$ cat src/rtl/star_scheduler_if.sv
// Bus bundle for star_scheduler: frame control, character position, star table
// configuration, renderer read port and collection/status outputs.
interface star_scheduler_if #(
   parameter int unsigned NUM_STARS = 8
);
   localparam int unsigned IW = $clog2(NUM_STARS);

   logic                 frame_tick;
   logic                 restart;
   logic [9:0]           char_X;
   logic [9:0]           char_Y;
   logic [9:0]           bg_pos;
   logic                 cfg_we;
   logic [IW-1:0]        cfg_idx;
   logic [9:0]           cfg_x;
   logic [9:0]           cfg_y;
   logic [IW-1:0]        rd_idx;
   logic [9:0]           rd_x;
   logic [9:0]           rd_y;
   logic                 rd_en;
   logic [NUM_STARS-1:0] star_en;
   logic                 collect_pulse;
   logic [IW-1:0]        collect_idx;
   logic [7:0]           score;
   logic                 scan_busy;
   logic                 scan_done;
   logic                 all_collected;

   modport slave (
      input  frame_tick, restart, char_X, char_Y, bg_pos,
      input  cfg_we, cfg_idx, cfg_x, cfg_y, rd_idx,
      output rd_x, rd_y, rd_en, star_en, collect_pulse, collect_idx,
      output score, scan_busy, scan_done, all_collected
   );

   modport master (
      output frame_tick, restart, char_X, char_Y, bg_pos,
      output cfg_we, cfg_idx, cfg_x, cfg_y, rd_idx,
      input  rd_x, rd_y, rd_en, star_en, collect_pulse, collect_idx,
      input  score, scan_busy, scan_done, all_collected
   );
endinterface

$ cat src/rtl/star_scheduler.sv
// Star table with a once-per-frame scan that shares one overlap comparator across
// all slots, retiring touched stars and keeping a saturating score.
module star_scheduler #(
   parameter int unsigned NUM_STARS = 8,
   parameter int unsigned STAR_SIZE = 12,
   parameter int unsigned CHAR_SIZE = 12
) (
   input logic             sys_clk,
   input logic             RST_N,
   star_scheduler_if.slave bus
);
   localparam int unsigned   IW      = $clog2(NUM_STARS);
   localparam logic [IW-1:0] LastIdx = IW'(NUM_STARS - 1);
   localparam logic [9:0]    StarSz  = 10'(STAR_SIZE);
   localparam logic [9:0]    CharSz  = 10'(CHAR_SIZE);

   typedef enum logic [1:0] {StIdle, StScan, StDone} state_e;

   state_e               state_q, state_d;
   logic [IW-1:0]        idx_q, idx_d;
   logic [9:0]           cx_q, cx_d;
   logic [9:0]           cy_q, cy_d;
   logic [9:0]           x_q [NUM_STARS];
   logic [9:0]           y_q [NUM_STARS];
   logic [NUM_STARS-1:0] loaded_q;
   logic [NUM_STARS-1:0] en_q;
   logic [7:0]           score_q;
   logic                 pulse_q;
   logic [IW-1:0]        cidx_q;
   logic                 ov_x, ov_y, cfg_same, hit;

   // All sums wrap at 10 bits, matching the screen coordinate space.
   function automatic logic overlap(input logic [9:0] c, input logic [9:0] s);
      logic [9:0] s_end;
      logic [9:0] c_end;
      s_end = s + StarSz;
      c_end = c + CharSz;
      return ((c >= s) && (c <= s_end)) || ((c_end >= s) && (c_end <= s_end));
   endfunction

   always_comb begin
      state_d = state_q;
      idx_d   = idx_q;
      cx_d    = cx_q;
      cy_d    = cy_q;
      unique case (state_q)
         StIdle: begin
            if (bus.frame_tick) begin
               cx_d    = bus.char_X;
               cy_d    = bus.char_Y;
               idx_d   = '0;
               state_d = StScan;
            end
         end
         StScan: begin
            if (idx_q == LastIdx) state_d = StDone;
            else                  idx_d   = idx_q + 1'b1;
         end
         StDone:  state_d = StIdle;
         default: state_d = StIdle;
      endcase
      if (bus.restart) state_d = StIdle;
   end

   // A same-cycle config write or restart on the evaluated slot overrides the hit.
   always_comb begin
      ov_x     = overlap(cx_q, x_q[idx_q]);
      ov_y     = overlap(cy_q, y_q[idx_q]);
      cfg_same = bus.cfg_we && (bus.cfg_idx == idx_q);
      hit      = (state_q == StScan) && en_q[idx_q] && ov_x && ov_y &&
                 !bus.restart && !cfg_same;
   end

   always_ff @(posedge sys_clk or negedge RST_N) begin
      if (!RST_N) begin
         state_q <= StIdle;
         idx_q   <= '0;
         cx_q    <= '0;
         cy_q    <= '0;
      end else begin
         state_q <= state_d;
         idx_q   <= idx_d;
         cx_q    <= cx_d;
         cy_q    <= cy_d;
      end
   end

   always_ff @(posedge sys_clk or negedge RST_N) begin
      if (!RST_N) begin
         for (int unsigned i = 0; i < NUM_STARS; i++) begin
            x_q[i] <= '0;
            y_q[i] <= '0;
         end
         loaded_q <= '0;
         en_q     <= '0;
         score_q  <= '0;
         pulse_q  <= 1'b0;
         cidx_q   <= '0;
      end else begin
         if (bus.restart) begin
            en_q    <= loaded_q;
            score_q <= '0;
         end else if (hit) begin
            en_q[idx_q] <= 1'b0;
            if (score_q != 8'hFF) score_q <= score_q + 8'd1;
         end
         if (bus.cfg_we) begin
            x_q[bus.cfg_idx]      <= bus.cfg_x;
            y_q[bus.cfg_idx]      <= bus.cfg_y;
            loaded_q[bus.cfg_idx] <= 1'b1;
            en_q[bus.cfg_idx]     <= 1'b1;
         end
         pulse_q <= hit;
         if (hit) cidx_q <= idx_q;
      end
   end

   assign bus.rd_x          = x_q[bus.rd_idx] - bus.bg_pos;
   assign bus.rd_y          = y_q[bus.rd_idx];
   assign bus.rd_en         = en_q[bus.rd_idx];
   assign bus.star_en       = en_q;
   assign bus.collect_pulse = pulse_q;
   assign bus.collect_idx   = cidx_q;
   assign bus.score         = score_q;
   assign bus.scan_busy     = (state_q == StScan);
   assign bus.scan_done     = (state_q == StDone);
   assign bus.all_collected = (|loaded_q) && !(|(loaded_q & en_q));
endmodule
$ cat src/flat_wrapper.sv
// flat-port wrapper written by rule: the top's interface ports become plain ports
module star_scheduler_flat 
#(
   parameter int unsigned NUM_STARS = 8,
   parameter int unsigned STAR_SIZE = 12,
   parameter int unsigned CHAR_SIZE = 12
)
  (sys_clk, RST_N, bus_frame_tick, bus_restart, bus_char_X, bus_char_Y, bus_bg_pos, bus_cfg_we, bus_cfg_idx, bus_cfg_x, bus_cfg_y, bus_rd_idx, bus_rd_x, bus_rd_y, bus_rd_en, bus_star_en, bus_collect_pulse, bus_collect_idx, bus_score, bus_scan_busy, bus_scan_done, bus_all_collected);
  star_scheduler_if #(.NUM_STARS(NUM_STARS)) bus_i ();
  input logic sys_clk;
  input logic RST_N;
  input wire logic [$bits(bus_i.frame_tick)-1:0] bus_frame_tick;
  input wire logic [$bits(bus_i.restart)-1:0] bus_restart;
  input wire logic [$bits(bus_i.char_X)-1:0] bus_char_X;
  input wire logic [$bits(bus_i.char_Y)-1:0] bus_char_Y;
  input wire logic [$bits(bus_i.bg_pos)-1:0] bus_bg_pos;
  input wire logic [$bits(bus_i.cfg_we)-1:0] bus_cfg_we;
  input wire logic [$bits(bus_i.cfg_idx)-1:0] bus_cfg_idx;
  input wire logic [$bits(bus_i.cfg_x)-1:0] bus_cfg_x;
  input wire logic [$bits(bus_i.cfg_y)-1:0] bus_cfg_y;
  input wire logic [$bits(bus_i.rd_idx)-1:0] bus_rd_idx;
  output wire logic [$bits(bus_i.rd_x)-1:0] bus_rd_x;
  output wire logic [$bits(bus_i.rd_y)-1:0] bus_rd_y;
  output wire logic [$bits(bus_i.rd_en)-1:0] bus_rd_en;
  output wire logic [$bits(bus_i.star_en)-1:0] bus_star_en;
  output wire logic [$bits(bus_i.collect_pulse)-1:0] bus_collect_pulse;
  output wire logic [$bits(bus_i.collect_idx)-1:0] bus_collect_idx;
  output wire logic [$bits(bus_i.score)-1:0] bus_score;
  output wire logic [$bits(bus_i.scan_busy)-1:0] bus_scan_busy;
  output wire logic [$bits(bus_i.scan_done)-1:0] bus_scan_done;
  output wire logic [$bits(bus_i.all_collected)-1:0] bus_all_collected;
  assign bus_i.frame_tick = bus_frame_tick;
  assign bus_i.restart = bus_restart;
  assign bus_i.char_X = bus_char_X;
  assign bus_i.char_Y = bus_char_Y;
  assign bus_i.bg_pos = bus_bg_pos;
  assign bus_i.cfg_we = bus_cfg_we;
  assign bus_i.cfg_idx = bus_cfg_idx;
  assign bus_i.cfg_x = bus_cfg_x;
  assign bus_i.cfg_y = bus_cfg_y;
  assign bus_i.rd_idx = bus_rd_idx;
  assign bus_rd_x = bus_i.rd_x;
  assign bus_rd_y = bus_i.rd_y;
  assign bus_rd_en = bus_i.rd_en;
  assign bus_star_en = bus_i.star_en;
  assign bus_collect_pulse = bus_i.collect_pulse;
  assign bus_collect_idx = bus_i.collect_idx;
  assign bus_score = bus_i.score;
  assign bus_scan_busy = bus_i.scan_busy;
  assign bus_scan_done = bus_i.scan_done;
  assign bus_all_collected = bus_i.all_collected;
  star_scheduler #(.NUM_STARS(NUM_STARS), .STAR_SIZE(STAR_SIZE), .CHAR_SIZE(CHAR_SIZE)) u_core (.sys_clk(sys_clk), .RST_N(RST_N), .bus(bus_i));
endmodule
$ cat config.mk
export PLATFORM = sky130hd
export DESIGN_NAME = star_scheduler_flat
export DESIGN_NICKNAME = d
export VERILOG_FILES = /design/src/rtl/star_scheduler_if.sv /design/src/rtl/star_scheduler.sv /design/src/flat_wrapper.sv
export SDC_FILE = /design/constraint.sdc
export NUM_CORES = 1
export LEC_CHECK = 0
export ABC_AREA = 0
export CAP_MARGIN = 20
export CORE_MARGIN = 2
export CORE_UTILIZATION = 35
export CTS_CLUSTER_DIAMETER = 200
export CTS_CLUSTER_SIZE = 24
export DETAILED_ROUTE_END_ITERATION = 7
export GPL_TIMING_DRIVEN = 0
export PLACE_DENSITY = 0.67
export SLEW_MARGIN = 20
export SYNTH_ARGS = -nofsm -noshare
export SYNTH_HDL_FRONTEND = slang
export SYNTH_SLANG_ARGS = --single-unit
$ cat constraint.sdc
create_clock -name sys_clk -period 4.9 [get_ports sys_clk]
set_clock_uncertainty 0.05 [all_clocks]
set_input_delay 0.98 -clock sys_clk [delete_from_list [all_inputs] [get_ports sys_clk]]
set_output_delay 0.98 -clock sys_clk [all_outputs]
set_load 0.02 [all_outputs]
* After elaboration in Yosys (flattened, before gate mapping)
Cells that the tools add are included.
W data, S select, Z words.
** Storage, ports and cells
- Input bits :: 61
- Logic and storage cells :: 132
- Output and inout port bits :: 44
- Flip-flop bits (word level) :: 213
** Operators by class
- Add/sub/neg operators :: 7
- Magnitude comparators :: 17
- Bitwise logic cells :: 8
- Equality and inequality tests :: 9
- Multiplexer cells :: 37
- Reduce and logical (&&, ||, !) cells :: 29
** Operator list (count)
- $bwmux W80 :: 2
- $bmux W10 S3 :: 4
- $mux W10 :: 9
- $mux W8 :: 6
- $add A10 B4 Y10 const B :: 4
- $ge A10 B10 Y1 :: 4
- $le A10 B10 Y1 :: 4
- $demux W10 S3 :: 1
- $and A8 B8 Y8 :: 2
- $or A8 B8 Y8 :: 2
- $reduce_or A8 Y1 :: 2
- $logic_and A1 B1 Y1 :: 14
- $ge A4 B4 Y1 const B :: 3
- $lt A3 B4 Y1 const B :: 3
- $not A3 Y4 :: 3
- $sub A10 B10 Y10 :: 1
- $add A8 B1 Y8 const B :: 1
- $ne A8 B8 Y1 const B :: 1
- $not A8 Y8 :: 1
- $bmux W1 S3 :: 2
- $demux W1 S3 :: 2
- $ge A3 B1 Y1 const B :: 2
- $mux W2 :: 3
- $mux W3 :: 2
- other kinds (18) :: 29

* Logic depth before layout (Yosys ltp)
- Depth after elaboration :: 16
- Gate-level depth with buffers :: 22
- Depth with buffers taken out :: 19

* Worst setup path after synthesis
Ideal clock, no wire load.
- Path type :: input-to-output
- Start :: input port bus_rd_idx[0]
- End :: output port bus_rd_x[9]
- Arrival time :: 4.156 ns
- Slack :: -0.286 ns
- Stages on the path :: 14
- Data required time :: 3.870 ns
- Buffers on the path :: 2
- Cell sequence :: clkbuf_1 -> buf_1 -> mux4_2 -> mux2i_1 -> inv_1 -> ha_1 -> nor2b_1 -> o21ai_0 -> a21boi_0 -> o21ai_0 -> a21oi_1 -> a21o_1 -> a21oi_1 -> xnor2_1
** Between the ends
- Longest elaborated chain between the ends :: 5
** Ends and longest elaborated chain
- from (decl) :: line flat_wrapper.sv:21 : input wire logic [$bits(bus_i.rd_idx)-1:0] bus_rd_idx;
- $not A3 Y4 (not written as such) :: line star_scheduler.sv:118 : assign bus.rd_x = x_q[bus.rd_idx] - bus.bg_pos;
- $bmux W10 S3 :: line star_scheduler.sv:118
- $mux W10 (not written as such) (2 in series) :: line star_scheduler.sv:118
- $sub A10 B10 Y10 :: line star_scheduler.sv:118
- to (decl) :: line flat_wrapper.sv:22 : output wire logic [$bits(bus_i.rd_x)-1:0] bus_rd_x;
Every way passes these cells. The select of a mux whose other input is x is not followed.

* Final worst setup path
- Start :: register u_core.idx_q[0]
- End :: register u_core.en_q[5], in the netlist u_core.bus.star_en[5]
** Between the ends
- Longest elaborated chain between the ends :: 16
** Ends and longest elaborated chain
- from (decl) :: line star_scheduler.sv:20 : logic [IW-1:0] idx_q, idx_d;
- from (signal assigned) :: line star_scheduler.sv:82 : idx_q <= idx_d;
- $not A3 Y4 (not written as such) :: line star_scheduler.sv:67, star_scheduler.sv:68
- $bmux W10 S3 :: line star_scheduler.sv:67 : ov_x = overlap(cx_q, x_q[idx_q]);
- $mux W10 (not written as such) (2 in series) :: line star_scheduler.sv:67
- $add A10 B4 Y10 :: line star_scheduler.sv:36 : s_end = s + StarSz;
- $le A10 B10 Y1 :: line star_scheduler.sv:38 : return ((c >= s) && (c <= s_end)) || ((c_end >= s) && (c_end <= s_end));
- $logic_and A1 B1 Y1 :: line star_scheduler.sv:38
- $logic_or A1 B1 Y1 :: line star_scheduler.sv:38
- $logic_and A1 B1 Y1 (3 in series) :: line star_scheduler.sv:70 : hit = (state_q == StScan) && en_q[idx_q] && ov_x && ov_y &&
- $logic_and A1 B1 Y1 (*) :: line star_scheduler.sv:71 : !bus.restart && !cfg_same;
- named net u_core.hit :: line star_scheduler.sv:30 : logic ov_x, ov_y, cfg_same, hit;
- $mux W8 (*) :: line star_scheduler.sv:103 : end else if (hit) begin
- $mux W8 (*) :: line star_scheduler.sv:100 : if (bus.restart) begin
- $or A8 B8 Y8 (no line)
- $mux W8 (*) :: line star_scheduler.sv:107 : if (bus.cfg_we) begin
- to (signal assigned) :: line star_scheduler.sv:101 : en_q <= loaded_q;
- to (decl) :: line star_scheduler.sv:26 : logic [NUM_STARS-1:0] en_q;
Mark *: on every way through the listed nets, which the timed path passes. The rest lies on a longest branch. The select of a mux whose other input is x is not followed.
A chain may end at the register's enable or synchronous reset.

==> metrics <==
Crit Reg-Reg Startpoint u_core.idx_q[0]$_DFFE_PN0P_; CTS Buffer Depth 3; status finished clean; minimum clock period 4.84 ns; Post-synth EDFFs 0; PwrDens ~460 mW/mm^2; Starting Density a little over a third; startpoint types flip-flop; final period utilization 98.7%; RSZ-0062 raised after global routing yes; Cell variety after synth 66; leak pwr 6.42 nW; commonest register cell after synthesis dfrtp_1; Syn Inst Count ~1100; commonest non-fill, non-tap cell in the layout dfrtp_1; layout cells sized above 1 approximately 33%; synthesized area per cell around 12 um^2; vias in the first global route around 9800; Slew @ Worst Pin ~1.1 ns; Yosys warning total 0; crit path DAT ~5.2 ns; Final HPWL DP around 27000 um; Peak supply drop approximately 230 uV; Final setup viols 0; initial antenna violation count 1; placed cells around 1600; Worst-path clk slew 0.10 ns; asr flop ratio synth 100%; Synth Cell Area ~0.013 mm^2; Starting DRT DRC Count approximately 910; die height slightly below 200 um; largest net degree at the start of global routing ~100; grt ovf 0; FF/Latch Area 0.00533 mm^2; post-synthesis sequential area ratio between 40 and 50%; Port Buffers slightly above 100; #FFs+latches synth 213; fmax about 0.21 GHz; # hold bufs at CTS 0; post-route ant nets 0; final count of pins violating max slew 0; All-Layer GR Usage approximately a fifth; Post-Route WL ~39000 um; Worst-Skew Late Latency around 0.49 ns; CTS tree yes; WP data required 5.22 ns; Hold Vio Cnt, Final 0; Root Buffer clkbuf_16; area delta synth->final 22.1%; most frequent cells in the layout dfrtp_1, mux2_2, clkdlybuf4s50_1, ha_1, a22oi_1; # IOs roughly 110; Antenna Diode Count 0; Max-Cap Viols 0; DIE AREA 0.0385 mm^2; DRC viols 0; reg2reg path depth 20; GP Congestion approximately 0.89; Avg WL per Cell ~23 um; R2R Setup Slk 0.06 ns; CP Class reg2reg; Horiz. Die Dim 196 um; core area ~0.037 mm^2; hold crit path type in2async; first-pass GRT wire length 58400 um; Pre-Repair DR Iteration Count 5; CTS buffer count 12; fill count between 3000 and 4000; clock tree sinks 213; Synthesized Nets about 1200; CP Capture Type flip-flop; vias post-DR between 9000 and 10000; CP max FO 10; Critical Path Start u_core.idx_q[0]$_DFFE_PN0P_; nets@finish about 1400; htree depth 1; Finished Core Util between 40% and 50%; Via density 5.82; number of placement rows 70; slew margin rel. 28.5%; final std cells w/o fill 1691; Multi-input gate area around 0.0076 mm^2
## per-stage QoR
stage          power (mW)  hold slack, ns  setup WS (ns)  setup TNS, ns  area (um^2)
2_1_floorplan        4.67           0.400         0.0476              0        12900
3_3_place_gp         5.68           0.417          -6.18       -1335.76        14500
3_5_place_dp         5.79           0.443          -1.44         -23.87        14600
4_1_cts              7.04           0.313         -0.180         -0.261        15300
5_1_grt              7.75           0.329         -0.104         -0.508        15800
6_report             7.30           0.312         0.0623              0        15800
## critical path: stages, from the launching register on
cell	delay (ns)
dfrtp_1	0.45
buf_8	0.17
buf_12	0.13
nor3_4	0.28
buf_12	0.16
a22oi_1	0.06
and3_1	0.36
nor3_4	0.34
nand2_2	0.11
xnor2_2	0.22
ha_1	0.28
nand4_1	0.14
nor2_1	0.07
o21a_1	0.10
o41a_1	0.41
o32a_1	0.36
or3_4	0.42
inv_1	0.10
buf_6	0.16
a21boi_0	0.11
o22a_1	0.22
## layer usage
layer | up-vias | wire length [um] | part of all wire [%] | track usage (%)
met5 | - | 15 | 0.039 | 0
met3 | 64 | 2820 | 7.3 | 4.13
met2 | 362 | 18200 | 47 | 32.3
met1 | 5021 | 17000 | 44 | 27.0
met4 | 2 | 820 | 2.1 | 4.18
li1 | 4385 | - | - | -
## final cells by class
cell class / instances / share of cell area [%]
plain buffers: 55 / 2.91
clock buffers: 13 / 2.06
clock inverters: 1 / 0.0317
inverters: 30 / 0.737
multi-input cells: 767 / 47.9
flip-flops and latches: 213 / 33.8
well taps: 468 / 3.71
repair buffers: 144 / 8.89
## kinds of logic after synthesis
logic type | share of synthesized area [%]
AO/OA/AOI/OAI | 10.3
XOR/XNOR | 2.37
AND/OR/NAND/NOR | 8.43
multiplexers | 26.3
adder cells (fa/ha/maj) | 8.48
buffers and inverters | 2.93
flip-flops | 41.2
## report_power, final
| part | internal (mW) | total, mW | switching [mW] | leakage [nW] |
|---|---|---|---|---|
| sequential | 2.10 | 2.42 | 0.315 | 2.53 |
| combinational | 1.84 | 3.80 | 1.96 | 3.72 |
| clock | 0.479 | 1.08 | 0.599 | 0.164 |
## registers in the layout (all words and copies together) (netlist names), 8 cells and up
| name | cells |
|---|---|
| u_core.loaded_q | 8 |
| u_core.cy_q | 10 |
| u_core.y_q | 80 |
| u_core.x_q | 80 |
| u_core.bus.star_en | 8 |
| u_core.bus.score | 8 |
| u_core.cx_q | 10 |
## path summary, 6_finish.rpt
check | end
worst min register to register | u_core.state_q[0]$_DFFE_PN0P_
worst max-delay path | u_core.bus.star_en[5]$_DFF_PN0_
worst max register to register | u_core.bus.star_en[5]$_DFF_PN0_
worst min-delay path | u_core.cy_q[4]$_DFFE_PN0P_
min in group sys_clk | u_core.state_q[0]$_DFFE_PN0P_
max in group asynchronous | u_core.x_q[3]$_DFFE_PN0P_
## cells in the mapped netlist, drive strengths merged (15+ instances only)
library cell / count / share of area (%)
dfrtp: 213 / 41
ha: 86 / 8.3
xnor2: 21 / 1.4
clkbuf: 41 / 1.3
buf: 21 / 0.72
a21oi: 37 / 1.4
nand2: 38 / 1.1
nand4: 18 / 0.87
inv: 30 / 0.87
nor2: 28 / 0.81
mux4: 45 / 7.8
mux2: 200 / 17
o21ai: 33 / 1.3
nor3: 15 / 0.58
a22oi: 57 / 3.3
## repair_timing
action / in CTS / in global routing
cloned: 0 / 0
gates resized for setup: 94 / 73
setup buffers: 10 / 29
endpoints found under the setup margin: 29 / 23
pin swaps: 6 / 24
Power figures use the tool's default switching activity.
==> patch 1 (config.mk and constraints unchanged) <==
`NUM_STARS` is set to 8 in 3 places; all go to 4.
--- a/src/rtl/star_scheduler_if.sv
+++ b/src/rtl/star_scheduler_if.sv
@@ -1,7 +1,7 @@
 // Bus bundle for star_scheduler: frame control, character position, star table
 // configuration, renderer read port and collection/status outputs.
 interface star_scheduler_if #(
-   parameter int unsigned NUM_STARS = 8
+   parameter int unsigned NUM_STARS = 4
 );
    localparam int unsigned IW = $clog2(NUM_STARS);
 
--- a/src/rtl/star_scheduler.sv
+++ b/src/rtl/star_scheduler.sv
@@ -1,7 +1,7 @@
 // Star table with a once-per-frame scan that shares one overlap comparator across
 // all slots, retiring touched stars and keeping a saturating score.
 module star_scheduler #(
-   parameter int unsigned NUM_STARS = 8,
+   parameter int unsigned NUM_STARS = 4,
    parameter int unsigned STAR_SIZE = 12,
    parameter int unsigned CHAR_SIZE = 12
 ) (
--- a/src/flat_wrapper.sv
+++ b/src/flat_wrapper.sv
@@ -1,7 +1,7 @@
 // flat-port wrapper written by rule: the top's interface ports become plain ports
 module star_scheduler_flat 
 #(
-   parameter int unsigned NUM_STARS = 8,
+   parameter int unsigned NUM_STARS = 4,
    parameter int unsigned STAR_SIZE = 12,
    parameter int unsigned CHAR_SIZE = 12
 )
Interface: changed (resized bus_cfg_idx, bus_collect_idx, bus_rd_idx and bus_star_en); port bits go from 105 to 98. The function was not compared with the original's and may differ.
==> patch 1 against the original RTL <==
Power fell by 24%. Non-clock buffer count is 74 lower. Synthesized area shrank 36%. Worst setup slack improved by 0.14 ns. Die area decreased by 35%. Routed wire length is 48% lower. Synthesized cell count shrank 35%. Fmax is 3.0% higher. Sequential cell count fell by 90. Final area decreased by 34%. Critical path type is now in2out. Highest routed layer is now met4.
==> patch 1: results (changes against the original RTL) <==
metric	value	unit	change
Fill cells	2175		was 3356
VDD IR max	0.000231	V	was 0.000226 V
Synth Area in Compound Gates	8.91	%	was 10.3%
vias in the first global route	6164		was 9769
Crit path largest cell delay	0.62	ns	was 0.45 ns
Synth Area in Adders	13.5	%	was 8.48%
GRT Total Usage	17.2	%	was 19.7%
first-pass GRT wire length	33000	microns	was 58400 microns
initial antenna violation count	0		was 1
clock-pin slew on the worst setup and hold paths	0.06	ns	was 0.10 ns
synth top area cells	dfrtp_1 (37%), mux2_2 (13%), ha_1 (13%)		was dfrtp_1 (41%), mux2_2 (17%), ha_1 (8.3%)
proportion of netlist area held by the largest area contributor	37.0	%	was 41.2%
DP Wirelength	15300	microns	was 27500 microns
slew of the pin with the lowest slew margin	0.759	ns	was 1.07 ns
Post-synth top cells	dfrtp_1 (123), mux2_2 (98), ha_1 (88)		was dfrtp_1 (213), mux2_2 (200), ha_1 (86)
cts bufs inserted	17		was 12
XOR/XNOR share of the synthesized area	3.37	%	was 2.37%
CP max stage cell	clkdlybuf4s50_1		was dfrtp_1
sequential element share of the synthesized area	37.0	%	was 41.2%
flop-to-flop setup slack	0.28	ns	was 0.06 ns
First-pass DRT Iterations	4		was 5
syn nets	849		was 1221
clock latency on the worst-skew pair	0.42	ns	was 0.49 ns
NumNets Final	970		was 1371
run status	finished, final reports clean		unchanged
clk buf depth	2		was 3
largest net degree at the start of global routing	64		was 102
mux contribution to synthesized area	24.9	%	was 26.3%
Synth cell types	65		was 66
Cell Area, Placed	9710	sq um	was 14600 sq um
CP max FO	3		was 10
IO Port Bufs	96		was 102
Via Count	5928		was 9834
worst hold slack	0.445	ns	was 0.312 ns
H-tree depth	4		was 1
drt wl/cell	17.6	microns	was 23.0 microns
Initial DRC Count	358		was 914
Pleak	4.46	nW	was 6.42 nW
Warnings, synthesis	0		unchanged
leading registers by flop count	u_core.x_q x40, u_core.y_q x40		was u_core.x_q x80, u_core.y_q x80
==> patch 1: critical path: cells and delay by family <==
family / cells / cell delay, ns
buf+inv: 4 / 1.20
fa+ha+maj: 1 / 0.29
mux: 1 / 0.33
compound gates: 3 / 0.42
xor+xnor: 1 / 0.17
simple gates: 2 / 0.27
==> patch 1: timing repair <==
item,in CTS,in global routing
pin swaps,1,0
gates resized for setup,27,7
hold buffers,0,0
setup endpoints to repair,9,6
buffers inserted,2,3
==> patch 1: worst paths after layout <==
path | startpoint | endpoint | depth (start not counted)
min | RST_N | u_core.y_q[32] | 1
max in group asynchronous | RST_N | u_core.bus.score[6] | 2
min reg2reg | u_core.state_q[1] | u_core.state_q[0] | 1
max | bus_rd_idx[1] | bus_rd_x[5] | 12
max reg2reg | u_core.idx_q[1] | u_core.bus.score[5] | 17
min in group sys_clk | u_core.state_q[1] | u_core.state_q[0] | 1
==> patch 1: stage by stage <==
step                      instances  setup WS, ns  power [mW]
after detailed placement       1117         -1.30        4.29
after floorplan                 701         0.258        3.47
final                          1152         0.203        5.54
after CTS                      1149        -0.222        5.56
after global placement         1116         -2.22        4.23
after global routing           1152        0.0108        6.00
==> patch 1: power breakdown <==
part           internal [mW]  switching (mW)  leakage, nW  total [mW]
clock                  0.758           0.473        0.272        1.23
sequential              1.20           0.166         1.46        1.36
combinational           1.39            1.55         2.72        2.94
==> patch 1: per-layer routing <==
metal,vias up,part of all wire (%),global-route usage (%)
met4,0,1.6,5.28
met2,107,48,28.3
met5,-,0,0
met1,2946,47,23.4
li1,2854,-,-
met3,21,3.5,2.82
==> patch 1: cell type report <==
type	instances	area, sq um	share of cell area, %
Buffer	23	168	1.62
Clock buffer	20	447	4.31
Clock inverter	10	120	1.16
Inverter	53	199	1.92
Multi-Input combinational cell	502	4920	47.6
Sequential cell	123	3080	29.7
Tap cell	319	399	3.86
Timing Repair Buffer	102	1020	9.84
==> patch 1: logic make-up after synthesis <==
kind of cell / count (synthesis)
compound gates: 110
xor+xnor: 32
fa+ha+maj: 89
buf+inv: 76
flops: 123
mux: 142
simple gates: 129
==> patch 2 (same settings) <==
Without the edit above. Reset style: synchronous (`RST_N`), changed in 2 clocked blocks.
--- a/src/rtl/star_scheduler.sv
+++ b/src/rtl/star_scheduler.sv
@@ -71,7 +71,7 @@
                  !bus.restart && !cfg_same;
    end
 
-   always_ff @(posedge sys_clk or negedge RST_N) begin
+   always_ff @(posedge sys_clk) begin
       if (!RST_N) begin
          state_q <= StIdle;
          idx_q   <= '0;
@@ -85,7 +85,7 @@
       end
    end
 
-   always_ff @(posedge sys_clk or negedge RST_N) begin
+   always_ff @(posedge sys_clk) begin
       if (!RST_N) begin
          for (int unsigned i = 0; i < NUM_STARS; i++) begin
             x_q[i] <= '0;
Formal check against the unedited RTL: not equivalent (Yosys sat finds a counterexample within 4 cycles, from zero or initial values and one cycle with RST_N low; the reset may be asserted at any time).
==> patch 2 against the original RTL <==
Register-to-register slack gained 0.15 ns. Sequential cell count grew 3. Die area is 2.4% higher. Final area decreased by 1.6%. Global-route usage shrank 1.3 points. Critical path depth shrank 8. Core utilization decreased by 1.8 points. Highest routed layer is now met4. Routed wire length down 6.8%. Worst setup slack better by 0.10 ns. Synthesized area up 2.4%. Synthesized cell count is the same.
Power is not compared: it rests on default switching activity, and its combinational part moved more than twofold at a synthesized area within 25%.
==> patch 2: results (changes against the original RTL) <==
metric	value	unit	change
IO Port Bufs	101		was 102
first-pass GRT wire length	54500	microns	was 58400 microns
clock latency on the worst-skew pair	0.51	ns	was 0.49 ns
Fill cells	3562		was 3356
clk buf depth	3		unchanged
cts bufs inserted	12		unchanged
CP startpoint	bus_rd_idx[0]		was u_core.idx_q[0]
Cell Area, Placed	15000	sq um	was 14600 sq um
Hold Path Class	reg2reg		was in2async
setup slack at placement	-1.31	ns	was -1.44 ns
Mean Syn Cell Area	12.3	sq um	was 12.0 sq um
slew of the pin with the lowest slew margin	0.879	ns	was 1.07 ns
GRT Total Usage	18.4	%	was 19.7%
largest net degree at the start of global routing	26		was 102
Post-synth EDFFs	160		was 0
drt wl/cell	21.2	microns	was 23.0 microns
run status	finished, final reports clean		unchanged
Post-synth top cells	and2_1 (163), edfxtp_1 (160), ha_1 (86)		was dfrtp_1 (213), mux2_2 (200), ha_1 (86)
clock-pin slew on the worst setup and hold paths	0.11	ns	
leading registers by flop count	u_core.x_q x80, u_core.y_q x80		unchanged
grt met2 use	30.8	%	was 32.3%
Synth async-reset ratio	0	%	was 100%
initial antenna violation count	0		was 1
Final Wtd Congestion	0.872		was 0.890
Detailed Route WL	36200	microns	was 38900 microns
num rows	71		was 70
Synth cell types	62		was 66
met1 Track Usage GR	25.5	%	was 27.0%
met3 usage	2.09	%	was 4.13%
fraction of layout cells with a size suffix above 1	15.2	%	was 32.8%
Via Count	9218		was 9834
DP Wirelength	26100	microns	was 27500 microns
vias in the first global route	9086		was 9769
NumNets Final	1343		was 1371
Arr. time, crit path	3.71	ns	was 5.16 ns
synth top area cells	edfxtp_1 (36%), mux4_2 (12%), dfxtp_1 (8.5%)		was dfrtp_1 (41%), mux2_2 (17%), ha_1 (8.3%)
sequential element share of the synthesized area	44.7	%	was 41.2%
patch 2: kinds of logic after synthesis:
logic type	Yosys count	synth area share, %
compound gates	141	7.08
xor+xnor	35	2.31
fa+ha+maj	87	8.28
buf+inv	88	2.92
flops	216	44.7
mux	134	18.5
simple gates	372	16.2
patch 2: worst paths after layout:
check	endpoint	depth (start not counted)	slack, ns
max	bus_rd_x[6]	12	0.16
min	u_core.bus.collect_idx[1]	2	0.42
max reg2reg	u_core.bus.collect_idx[1]	16	0.21
min reg2reg	u_core.bus.collect_idx[1]	2	0.42
patch 2: timing repair:
action	in CTS	in global routing
buffers inserted	2	1
gates resized for setup	49	14
setup endpoints to repair	9	22
pin swaps	1	1
patch 2: area by class of cell:
type                    count  area, sq um  share of cell area [%]
plain buffers              58          377                    2.42
repair buffers            108         1100                    7.07
clock buffers              19          327                    2.10
clock inverters             1         16.3                   0.105
inverters                  30          113                   0.725
flip-flops and latches    216         5930                    38.1
multi-input cells         769         7040                    45.3
well taps                 511          639                    4.12
patch 2: power groups by stage:
stage | clock network [mW] | logic, mW | registers, mW
after floorplan | 0 | 0.594 | 2.14
after global placement | 0 | 0.909 | 2.16
after detailed placement | 0 | 0.939 | 2.17
after CTS | 1.10 | 0.956 | 2.13
after global routing | 1.15 | 1.04 | 2.14
final | 1.08 | 0.948 | 2.13
patch 2: critical path, cell delays in order:
cell,delay (ns)
buf_4,0.18
buf_12,0.18
mux4_2,0.49
mux2_2,0.29
ha_1,0.31
nor2b_1,0.14
o21ai_0,0.18
nand2b_1,0.11
a21o_1,0.20
a21oi_2,0.16
xnor2_1,0.12
dlygate4sd2_1,0.35
patch 2: per-layer routing:
layer | vias to the layer above | routed length (microns)
li1 | 4278 | -
met1 | 4611 | 16300
met2 | 280 | 17500
met3 | 49 | 1690
met4 | 0 | 748
met5 | - | 0
